## src/rtl/instr_encoder_if.sv

```systemverilog
// instr_encoder_if: request/response bundle of the MIPS instruction encoder.
//   Request side : in_valid/in_ready handshake, in_op selector, register,
//                  shift, immediate and jump-target fields.
//   Output side  : out_valid/out_ready handshake, out_word/out_addr head of
//                  queue, emitted word count, sticky err/err_op status.
// The encoder itself uses the slave modport. A producer/consumer (loader,
// self-test block or bench) uses the master modport.
interface instr_encoder_if;
    logic        in_valid;
    logic        in_ready;
    logic [5:0]  in_op;
    logic [4:0]  in_rs;
    logic [4:0]  in_rt;
    logic [4:0]  in_rd;
    logic [4:0]  in_shamt;
    logic [15:0] in_imm;
    logic [25:0] in_addr;
    logic        out_valid;
    logic        out_ready;
    logic [31:0] out_word;
    logic [31:0] out_addr;
    logic [15:0] emitted;
    logic        err;
    logic [5:0]  err_op;

    modport slave (
        input  in_valid, in_op, in_rs, in_rt, in_rd, in_shamt, in_imm, in_addr,
        input  out_ready,
        output in_ready, out_valid, out_word, out_addr, emitted, err, err_op
    );

    modport master (
        output in_valid, in_op, in_rs, in_rt, in_rd, in_shamt, in_imm, in_addr,
        output out_ready,
        input  in_ready, out_valid, out_word, out_addr, emitted, err, err_op
    );
endinterface

```

## src/rtl/instr_encoder.sv

```systemverilog
// instr_encoder: packs mnemonic-level requests into canonical MIPS32 words,
// queues them in a DEPTH-entry FIFO and emits each word with its
// instruction-memory address.
// Ports:
//   clk   - system clock, all state on rising edge
//   reset - asynchronous active-high reset, clears all state
//   clear - synchronous flush (FIFO, address, count and error status)
//   bus   - instr_encoder_if.slave request/output bundle
module instr_encoder #(
    parameter int          DEPTH     = 4,
    parameter logic [31:0] BASE_ADDR = 32'h0000_3000
) (
    input  logic            clk,
    input  logic            reset,
    input  logic            clear,
    instr_encoder_if.slave  bus
);
    localparam int PW = $clog2(DEPTH);
    localparam int LW = $clog2(DEPTH) + 1;

    typedef enum logic [1:0] {FMT_R = 2'd0, FMT_I = 2'd1, FMT_J = 2'd2} fmt_e;

    fmt_e        fmt_s;
    logic [5:0]  opcode_s;
    logic [5:0]  funct_s;
    logic [4:0]  rs_s;
    logic [4:0]  rt_s;
    logic [4:0]  rd_s;
    logic [4:0]  shamt_s;
    logic        legal_s;
    logic [31:0] word_s;

    logic [31:0] mem_q [DEPTH];
    logic [PW-1:0] wr_q, wr_d, rd_q, rd_d;
    logic [LW-1:0] level_q, level_d;
    logic [31:0] addr_q, addr_d;
    logic [15:0] emitted_q, emitted_d;
    logic        err_q, err_d;
    logic [5:0]  err_op_q, err_op_d;

    logic accept_s, push_s, pop_s, valid_s;

    // Operation decode: selects format, opcode/funct and forces unused fields to zero.
    always_comb begin
        fmt_s    = FMT_R;
        opcode_s = 6'h00;
        funct_s  = 6'h00;
        rs_s     = bus.in_rs;
        rt_s     = bus.in_rt;
        rd_s     = bus.in_rd;
        shamt_s  = 5'd0;
        legal_s  = 1'b1;
        case (bus.in_op)
            6'd0:  funct_s = 6'h20;
            6'd1:  funct_s = 6'h21;
            6'd2:  funct_s = 6'h22;
            6'd3:  funct_s = 6'h23;
            6'd4:  funct_s = 6'h24;
            6'd5:  funct_s = 6'h25;
            6'd6:  funct_s = 6'h26;
            6'd7:  funct_s = 6'h27;
            6'd8:  funct_s = 6'h2a;
            6'd9:  funct_s = 6'h2b;
            6'd10: begin funct_s = 6'h00; rs_s = 5'd0; shamt_s = bus.in_shamt; end
            6'd11: begin funct_s = 6'h02; rs_s = 5'd0; shamt_s = bus.in_shamt; end
            6'd12: begin funct_s = 6'h03; rs_s = 5'd0; shamt_s = bus.in_shamt; end
            6'd13: funct_s = 6'h04;
            6'd14: funct_s = 6'h06;
            6'd15: funct_s = 6'h07;
            6'd16: begin funct_s = 6'h18; rd_s = 5'd0; end
            6'd17: begin funct_s = 6'h19; rd_s = 5'd0; end
            6'd18: begin funct_s = 6'h1a; rd_s = 5'd0; end
            6'd19: begin funct_s = 6'h1b; rd_s = 5'd0; end
            6'd20: begin funct_s = 6'h08; rt_s = 5'd0; rd_s = 5'd0; end
            6'd21: begin funct_s = 6'h09; rt_s = 5'd0; end
            6'd22: begin fmt_s = FMT_I; opcode_s = 6'h08; end
            6'd23: begin fmt_s = FMT_I; opcode_s = 6'h09; end
            6'd24: begin fmt_s = FMT_I; opcode_s = 6'h0c; end
            6'd25: begin fmt_s = FMT_I; opcode_s = 6'h0d; end
            6'd26: begin fmt_s = FMT_I; opcode_s = 6'h0e; end
            6'd27: begin fmt_s = FMT_I; opcode_s = 6'h0f; rs_s = 5'd0; end
            6'd28: begin fmt_s = FMT_I; opcode_s = 6'h0a; end
            6'd29: begin fmt_s = FMT_I; opcode_s = 6'h0b; end
            6'd30: begin fmt_s = FMT_I; opcode_s = 6'h23; end
            6'd31: begin fmt_s = FMT_I; opcode_s = 6'h21; end
            6'd32: begin fmt_s = FMT_I; opcode_s = 6'h25; end
            6'd33: begin fmt_s = FMT_I; opcode_s = 6'h20; end
            6'd34: begin fmt_s = FMT_I; opcode_s = 6'h24; end
            6'd35: begin fmt_s = FMT_I; opcode_s = 6'h2b; end
            6'd36: begin fmt_s = FMT_I; opcode_s = 6'h29; end
            6'd37: begin fmt_s = FMT_I; opcode_s = 6'h28; end
            6'd38: begin fmt_s = FMT_I; opcode_s = 6'h04; end
            6'd39: begin fmt_s = FMT_I; opcode_s = 6'h05; end
            6'd40: begin fmt_s = FMT_I; opcode_s = 6'h06; rt_s = 5'd0; end
            6'd41: begin fmt_s = FMT_I; opcode_s = 6'h07; rt_s = 5'd0; end
            // REGIMM: the rt field selects bltz (0) or bgez (1)
            6'd42: begin fmt_s = FMT_I; opcode_s = 6'h01; rt_s = 5'd0; end
            6'd43: begin fmt_s = FMT_I; opcode_s = 6'h01; rt_s = 5'd1; end
            6'd44: begin fmt_s = FMT_J; opcode_s = 6'h02; end
            6'd45: begin fmt_s = FMT_J; opcode_s = 6'h03; end
            default: legal_s = 1'b0;
        endcase
    end

    // Word assembly from the decoded fields.
    always_comb begin
        case (fmt_s)
            FMT_R:   word_s = {6'h00, rs_s, rt_s, rd_s, shamt_s, funct_s};
            FMT_I:   word_s = {opcode_s, rs_s, rt_s, bus.in_imm};
            FMT_J:   word_s = {opcode_s, bus.in_addr};
            default: word_s = 32'd0;
        endcase
    end

    assign valid_s  = (level_q != {LW{1'b0}});
    assign accept_s = bus.in_valid & bus.in_ready;
    // A flush swallows any concurrent accept or pop.
    assign push_s   = accept_s & legal_s & ~clear;
    assign pop_s    = valid_s & bus.out_ready & ~clear;

    // Next-state: pointers, level, address, count and sticky error status.
    always_comb begin
        wr_d      = wr_q;
        rd_d      = rd_q;
        level_d   = level_q;
        addr_d    = addr_q;
        emitted_d = emitted_q;
        err_d     = err_q;
        err_op_d  = err_op_q;
        if (clear) begin
            wr_d      = {PW{1'b0}};
            rd_d      = {PW{1'b0}};
            level_d   = {LW{1'b0}};
            addr_d    = BASE_ADDR;
            emitted_d = 16'd0;
            err_d     = 1'b0;
            err_op_d  = 6'd0;
        end else begin
            wr_d      = push_s ? wr_q + PW'(1) : wr_q;
            rd_d      = pop_s ? rd_q + PW'(1) : rd_q;
            addr_d    = pop_s ? addr_q + 32'd4 : addr_q;
            emitted_d = pop_s ? emitted_q + 16'd1 : emitted_q;
            case ({push_s, pop_s})
                2'b10:   level_d = level_q + LW'(1);
                2'b01:   level_d = level_q - LW'(1);
                default: level_d = level_q;
            endcase
            if (accept_s && !legal_s) begin
                err_d    = 1'b1;
                // Only the first illegal op is remembered.
                err_op_d = err_q ? err_op_q : bus.in_op;
            end else begin
                err_d    = err_q;
                err_op_d = err_op_q;
            end
        end
    end

    // State registers with asynchronous reset.
    always_ff @(posedge clk or posedge reset) begin
        if (reset) begin
            wr_q      <= {PW{1'b0}};
            rd_q      <= {PW{1'b0}};
            level_q   <= {LW{1'b0}};
            addr_q    <= BASE_ADDR;
            emitted_q <= 16'd0;
            err_q     <= 1'b0;
            err_op_q  <= 6'd0;
        end else begin
            wr_q      <= wr_d;
            rd_q      <= rd_d;
            level_q   <= level_d;
            addr_q    <= addr_d;
            emitted_q <= emitted_d;
            err_q     <= err_d;
            err_op_q  <= err_op_d;
        end
    end

    // FIFO storage; contents are only observed while the level marks them valid.
    always_ff @(posedge clk) begin
        if (push_s) begin
            mem_q[wr_q] <= word_s;
        end
    end

    assign bus.in_ready  = (level_q < LW'(DEPTH));
    assign bus.out_valid = valid_s;
    assign bus.out_word  = valid_s ? mem_q[rd_q] : 32'd0;
    assign bus.out_addr  = addr_q;
    assign bus.emitted   = emitted_q;
    assign bus.err       = err_q;
    assign bus.err_op    = err_op_q;
endmodule

```

## src/flat_wrapper.sv

```systemverilog
// flat-port wrapper written by rule: the top's interface ports become plain ports
module instr_encoder_flat 
#(
    parameter int          DEPTH     = 4,
    parameter logic [31:0] BASE_ADDR = 32'h0000_3000
)
  (clk, reset, clear, bus_in_valid, bus_in_op, bus_in_rs, bus_in_rt, bus_in_rd, bus_in_shamt, bus_in_imm, bus_in_addr, bus_out_ready, bus_in_ready, bus_out_valid, bus_out_word, bus_out_addr, bus_emitted, bus_err, bus_err_op);
  instr_encoder_if bus_i ();
  input  logic clk;
  input  logic reset;
  input  logic clear;
  input wire logic [$bits(bus_i.in_valid)-1:0] bus_in_valid;
  input wire logic [$bits(bus_i.in_op)-1:0] bus_in_op;
  input wire logic [$bits(bus_i.in_rs)-1:0] bus_in_rs;
  input wire logic [$bits(bus_i.in_rt)-1:0] bus_in_rt;
  input wire logic [$bits(bus_i.in_rd)-1:0] bus_in_rd;
  input wire logic [$bits(bus_i.in_shamt)-1:0] bus_in_shamt;
  input wire logic [$bits(bus_i.in_imm)-1:0] bus_in_imm;
  input wire logic [$bits(bus_i.in_addr)-1:0] bus_in_addr;
  input wire logic [$bits(bus_i.out_ready)-1:0] bus_out_ready;
  output wire logic [$bits(bus_i.in_ready)-1:0] bus_in_ready;
  output wire logic [$bits(bus_i.out_valid)-1:0] bus_out_valid;
  output wire logic [$bits(bus_i.out_word)-1:0] bus_out_word;
  output wire logic [$bits(bus_i.out_addr)-1:0] bus_out_addr;
  output wire logic [$bits(bus_i.emitted)-1:0] bus_emitted;
  output wire logic [$bits(bus_i.err)-1:0] bus_err;
  output wire logic [$bits(bus_i.err_op)-1:0] bus_err_op;
  assign bus_i.in_valid = bus_in_valid;
  assign bus_i.in_op = bus_in_op;
  assign bus_i.in_rs = bus_in_rs;
  assign bus_i.in_rt = bus_in_rt;
  assign bus_i.in_rd = bus_in_rd;
  assign bus_i.in_shamt = bus_in_shamt;
  assign bus_i.in_imm = bus_in_imm;
  assign bus_i.in_addr = bus_in_addr;
  assign bus_i.out_ready = bus_out_ready;
  assign bus_in_ready = bus_i.in_ready;
  assign bus_out_valid = bus_i.out_valid;
  assign bus_out_word = bus_i.out_word;
  assign bus_out_addr = bus_i.out_addr;
  assign bus_emitted = bus_i.emitted;
  assign bus_err = bus_i.err;
  assign bus_err_op = bus_i.err_op;
  instr_encoder #(.DEPTH(DEPTH), .BASE_ADDR(BASE_ADDR)) u_core (.clk(clk), .reset(reset), .clear(clear), .bus(bus_i));
endmodule
```

## config.mk

```make
export PLATFORM = sky130hd
export DESIGN_NAME = instr_encoder_flat
export DESIGN_NICKNAME = d
export VERILOG_FILES = /design/src/rtl/instr_encoder_if.sv /design/src/rtl/instr_encoder.sv /design/src/flat_wrapper.sv
export SDC_FILE = /design/constraint.sdc
export NUM_CORES = 1
export LEC_CHECK = 0
export BUFFER_PORTS_ARGS = -buffer_cell sky130_fd_sc_hd__buf_2
export CAP_MARGIN = 20
export CORE_ASPECT_RATIO = 0.7
export CORE_MARGIN = 3
export CORE_UTILIZATION = 28
export CTS_CLUSTER_DIAMETER = 30
export DETAILED_ROUTE_END_ITERATION = 10
export PLACE_DENSITY = 0.57
export SLEW_MARGIN = 30
export SYNTH_ARGS = -nofsm -noshare
export SYNTH_HDL_FRONTEND = slang
export SYNTH_SLANG_ARGS = --single-unit
```

## constraint.sdc

```tcl
create_clock -name clk -period 3.2 [get_ports clk]
set_clock_uncertainty 0.2 [all_clocks]
set_input_delay 0.64 -clock clk [delete_from_list [all_inputs] [get_ports clk]]
set_output_delay 0.64 -clock clk [all_outputs]
set_load 0.1 [all_outputs]
```

==> impl_metrics.ini <==
[outcome]
status = finished clean

[critical_path]
crit-reg2reg-launch = u_core.bus.out_addr[5]
rr_endpoint = u_core.bus.out_addr[22]
required_ns = 2.36
critical-path-top-delay-family = buffers and inverters
r2r_slack_ns = 0.63
worstPathMaxFanout = 13
crit_path_start_kind = register
cp_num_buf_inv = 2
critPathKind = reg2out
crit_chain = buf_4 -> mux4_2 -> nor2b_2 -> buf_2
path_depth = 4
endpoint_kind = primary output
cp-endpoint = bus_out_word[4]
crit_start = u_core.rd_q[1]
r2r_cells = 4
critPathArrivalTime_ns = 2.16
crit_slowest_cell = dfrtp_2
cp_slowest_stage_delay_ns = 0.56

[detailed_routing]
num_vias = 6132
drt_iter0_drc = 551
routed_wl_um = 23630
ant_nets = 0
wl_per_cell_um = 18.92
route.detailed.drc = 0
firstDrtPassIters = 6
vias_per_cell = 4.910

[synthesis]
yosysTopAreaCellShare_pct = 42.81
synth_common_cells = edfxtp_1, dfrtp_1, nor2_1
synth_area_leaders = edfxtp_1, dfrtp_1, mux4_2
ys_warn_count = 0
ys_seq_area_share_pct = 60.11
async_reset_ff_share_pct = 32.61
ys_ff_latch = 184
synth.most_common_cell = edfxtp_1
syn_area_per_cell_um2 = 13.02
synth_top_area_cell = edfxtp_1
netlist_instances = 668
synth_area_um2 = 8697
synth.distinct_cells = 69
synthFlopType = edfxtp_1
synth_edf_count = 124

[power]
cellLeakagePower_uw = 0.004173
peakVddDrop_mv = 0.5869
p_comb_share_pct = 39.5
p_sw_share_pct = 43.08
power_density_nw_per_um2 = 749.8
power_frac_seq_pct = 34.1
p_sw_uw = 3477
total_power_uw = 8072
p_int_uw = 4595
pwr-share-clk_pct = 26.5

[clock_tree]
htreeDepth = 4
cts_root_buf = clkbuf_16
clock_latency_ns = 0.43
cts-buffers-inserted = 17
cts-resized-gates = 0
clk_pin_slew_worst_paths_ns = 0.07
cts_tree = yes
cts_sinks = 184
clockBufferDepth = 2
hold_buffers = 0
cts_setup_buffers = 0

[sta]
slew_violations = 0
worstMarginPinSlew_ns = 0.7191
hold_viol = 0
holdWs_ns = 0.07125
setup_slack_ns = 0.1981
finalCritPeriodShare_pct = 93.81
setup_tns_ns = 0
setup_violations = 0
fmax_mhz = 333.1
slew_headroom_pct = 51.65
fin_crit_ns = 3.002
rsz0062_at_grt = no

[run]
drv_cap = 0

[floorplanning]
initial_utilization_pct = 28.70
fp-row-count = 53
core_area_um2 = 30310
num_io_pins = 162
die_x_um = 216.7
die_y_um = 153.5
die_area_um2 = 33250

[finish]
drive_gt1_share_pct = 35.48
multi_input_area_um2 = 3289
ff_latch_area_um2 = 5230
nFillCells = 3045
nNetsFinal = 904
diodes = 0
synthToLayoutAreaGrowth_pct = 23.80

[placed_design]
place.gp.congestion = 0.8038
dp_slack_ns = 0.5321
dp_hpwl_um = 16220
port_buffers = 158

[global_routing]
grt_use_total_pct = 14.20
grt_pass1_wl_um = 36140
overflow = 0
grt_max_degree = 42
antenna_found_initial = 1
grt_pass1_vias = 5925

[min_path]
hold_path.class = in2async
-- cell type report --
type,instances,area share (%)
Sequential cell,184,48.58
Multi-Input combinational cell,420,30.55
Timing Repair Buffer,183,10.02
Tap cell,412,4.788
Clock buffer,18,3.986
Clock inverter,14,1.453
Inverter,18,0.6275
-- placed cells by master (no fill, tap or decap), types with 4 or more instances in the layout --
| cell type | n |
|---|---|
| a222oi_1 | 5 |
| and2_2 | 4 |
| and4_1 | 5 |
| inv_1 | 17 |
| nor2_1 | 40 |
| nand2_1 | 36 |
| buf_4 | 17 |
| and3_1 | 5 |
| a22o_1 | 11 |
| nor3_1 | 5 |
| o22ai_1 | 4 |
| buf_2 | 158 |
| clkbuf_16 | 17 |
| edfxtp_1 | 124 |
| a21o_1 | 6 |
| dfrtp_1 | 56 |
| a31oi_1 | 4 |
| mux4_2 | 31 |
| buf_12 | 8 |
| nor2b_2 | 28 |
| nor2b_1 | 9 |
| a21oi_1 | 29 |
| or4_1 | 19 |
| nand4_1 | 11 |
| ha_1 | 6 |
| mux2i_1 | 8 |
| nand2b_1 | 9 |
| o31ai_1 | 17 |
| inv_6 | 8 |
| xor2_1 | 9 |
| or3_1 | 7 |
| xnor2_1 | 12 |
| nor3b_1 | 4 |
| o21ai_0 | 20 |
| nand3_1 | 22 |
-- logic make-up after synthesis --
group	count (synthesis)	synth area share, %
adder cells (fa/ha/maj)	7	1.093
XOR/XNOR	21	2.115
AND/OR/NAND/NOR	219	13.85
other	1	0.04312
multiplexers	42	9.337
flip-flops	184	60.11
buffers and inverters	66	3.079
AO/OA/AOI/OAI	128	10.37
-- through the flow --
step	instances	area, µm²	utilization, %
4_1_cts	1249	10770	35.53
3_5_place_dp	1217	10180	33.59
6_report	1249	10770	35.53
3_3_place_gp	1217	10180	33.59
2_1_floorplan	670	8775	-
5_1_grt	1249	10770	35.53
-- worst min-delay path by stage --
| stage | slack (ns) | depth (start not counted) | endpoint | start |
|---|---|---|---|---|
| 2_1_floorplan | 0.34 | 2 | u_core.wr_q[1] | u_core.wr_q[1] |
| 3_3_place_gp | 0.28 | 2 | u_core.bus.err_op[5] | u_core.bus.err_op[5] |
| 3_5_place_dp | 0.29 | 2 | u_core.bus.err_op[5] | u_core.bus.err_op[5] |
| 4_1_cts | 0.08 | 2 | u_core.level_q[2] | reset |
| 5_1_grt | 0.09 | 2 | u_core.level_q[2] | reset |
| 6_report | 0.07 | 2 | u_core.bus.out_addr[14] | reset |
-- sequential cells by signal, summed over array words and instances, names as in the netlist --
| signal | cells |
|---|---|
| u_core.bus.err | 1 |
| u_core.bus.err_op | 6 |
| u_core.bus.out_addr | 30 |
| u_core.bus.emitted | 16 |
| u_core.rd_q | 2 |
| u_core.wr_q | 2 |
| u_core.mem_q | 124 |
| u_core.level_q | 3 |
-- layer usage --
| metal | global-route usage [%] | part of all wire [%] | vias to the layer above |
|---|---|---|---|
| met5 | 0 | 0.055 | - |
| met4 | 3.093 | 0.81 | 2 |
| met3 | 3.796 | 5.6 | 12 |
| met2 | 20.07 | 43 | 168 |
| met1 | 21.67 | 51 | 3088 |
| li1 | - | - | 2862 |
-- power groups by stage --
stage	clock network, µW	registers (µW)	logic [µW]
after CTS	2200	2750	3230
after global placement	0	2800	3210
after detailed placement	0	2800	3220
after floorplan	0	2900	2430
final	2140	2750	3190
after global routing	2310	2760	3350
Note: power is estimated with default switching activity, not from simulation.
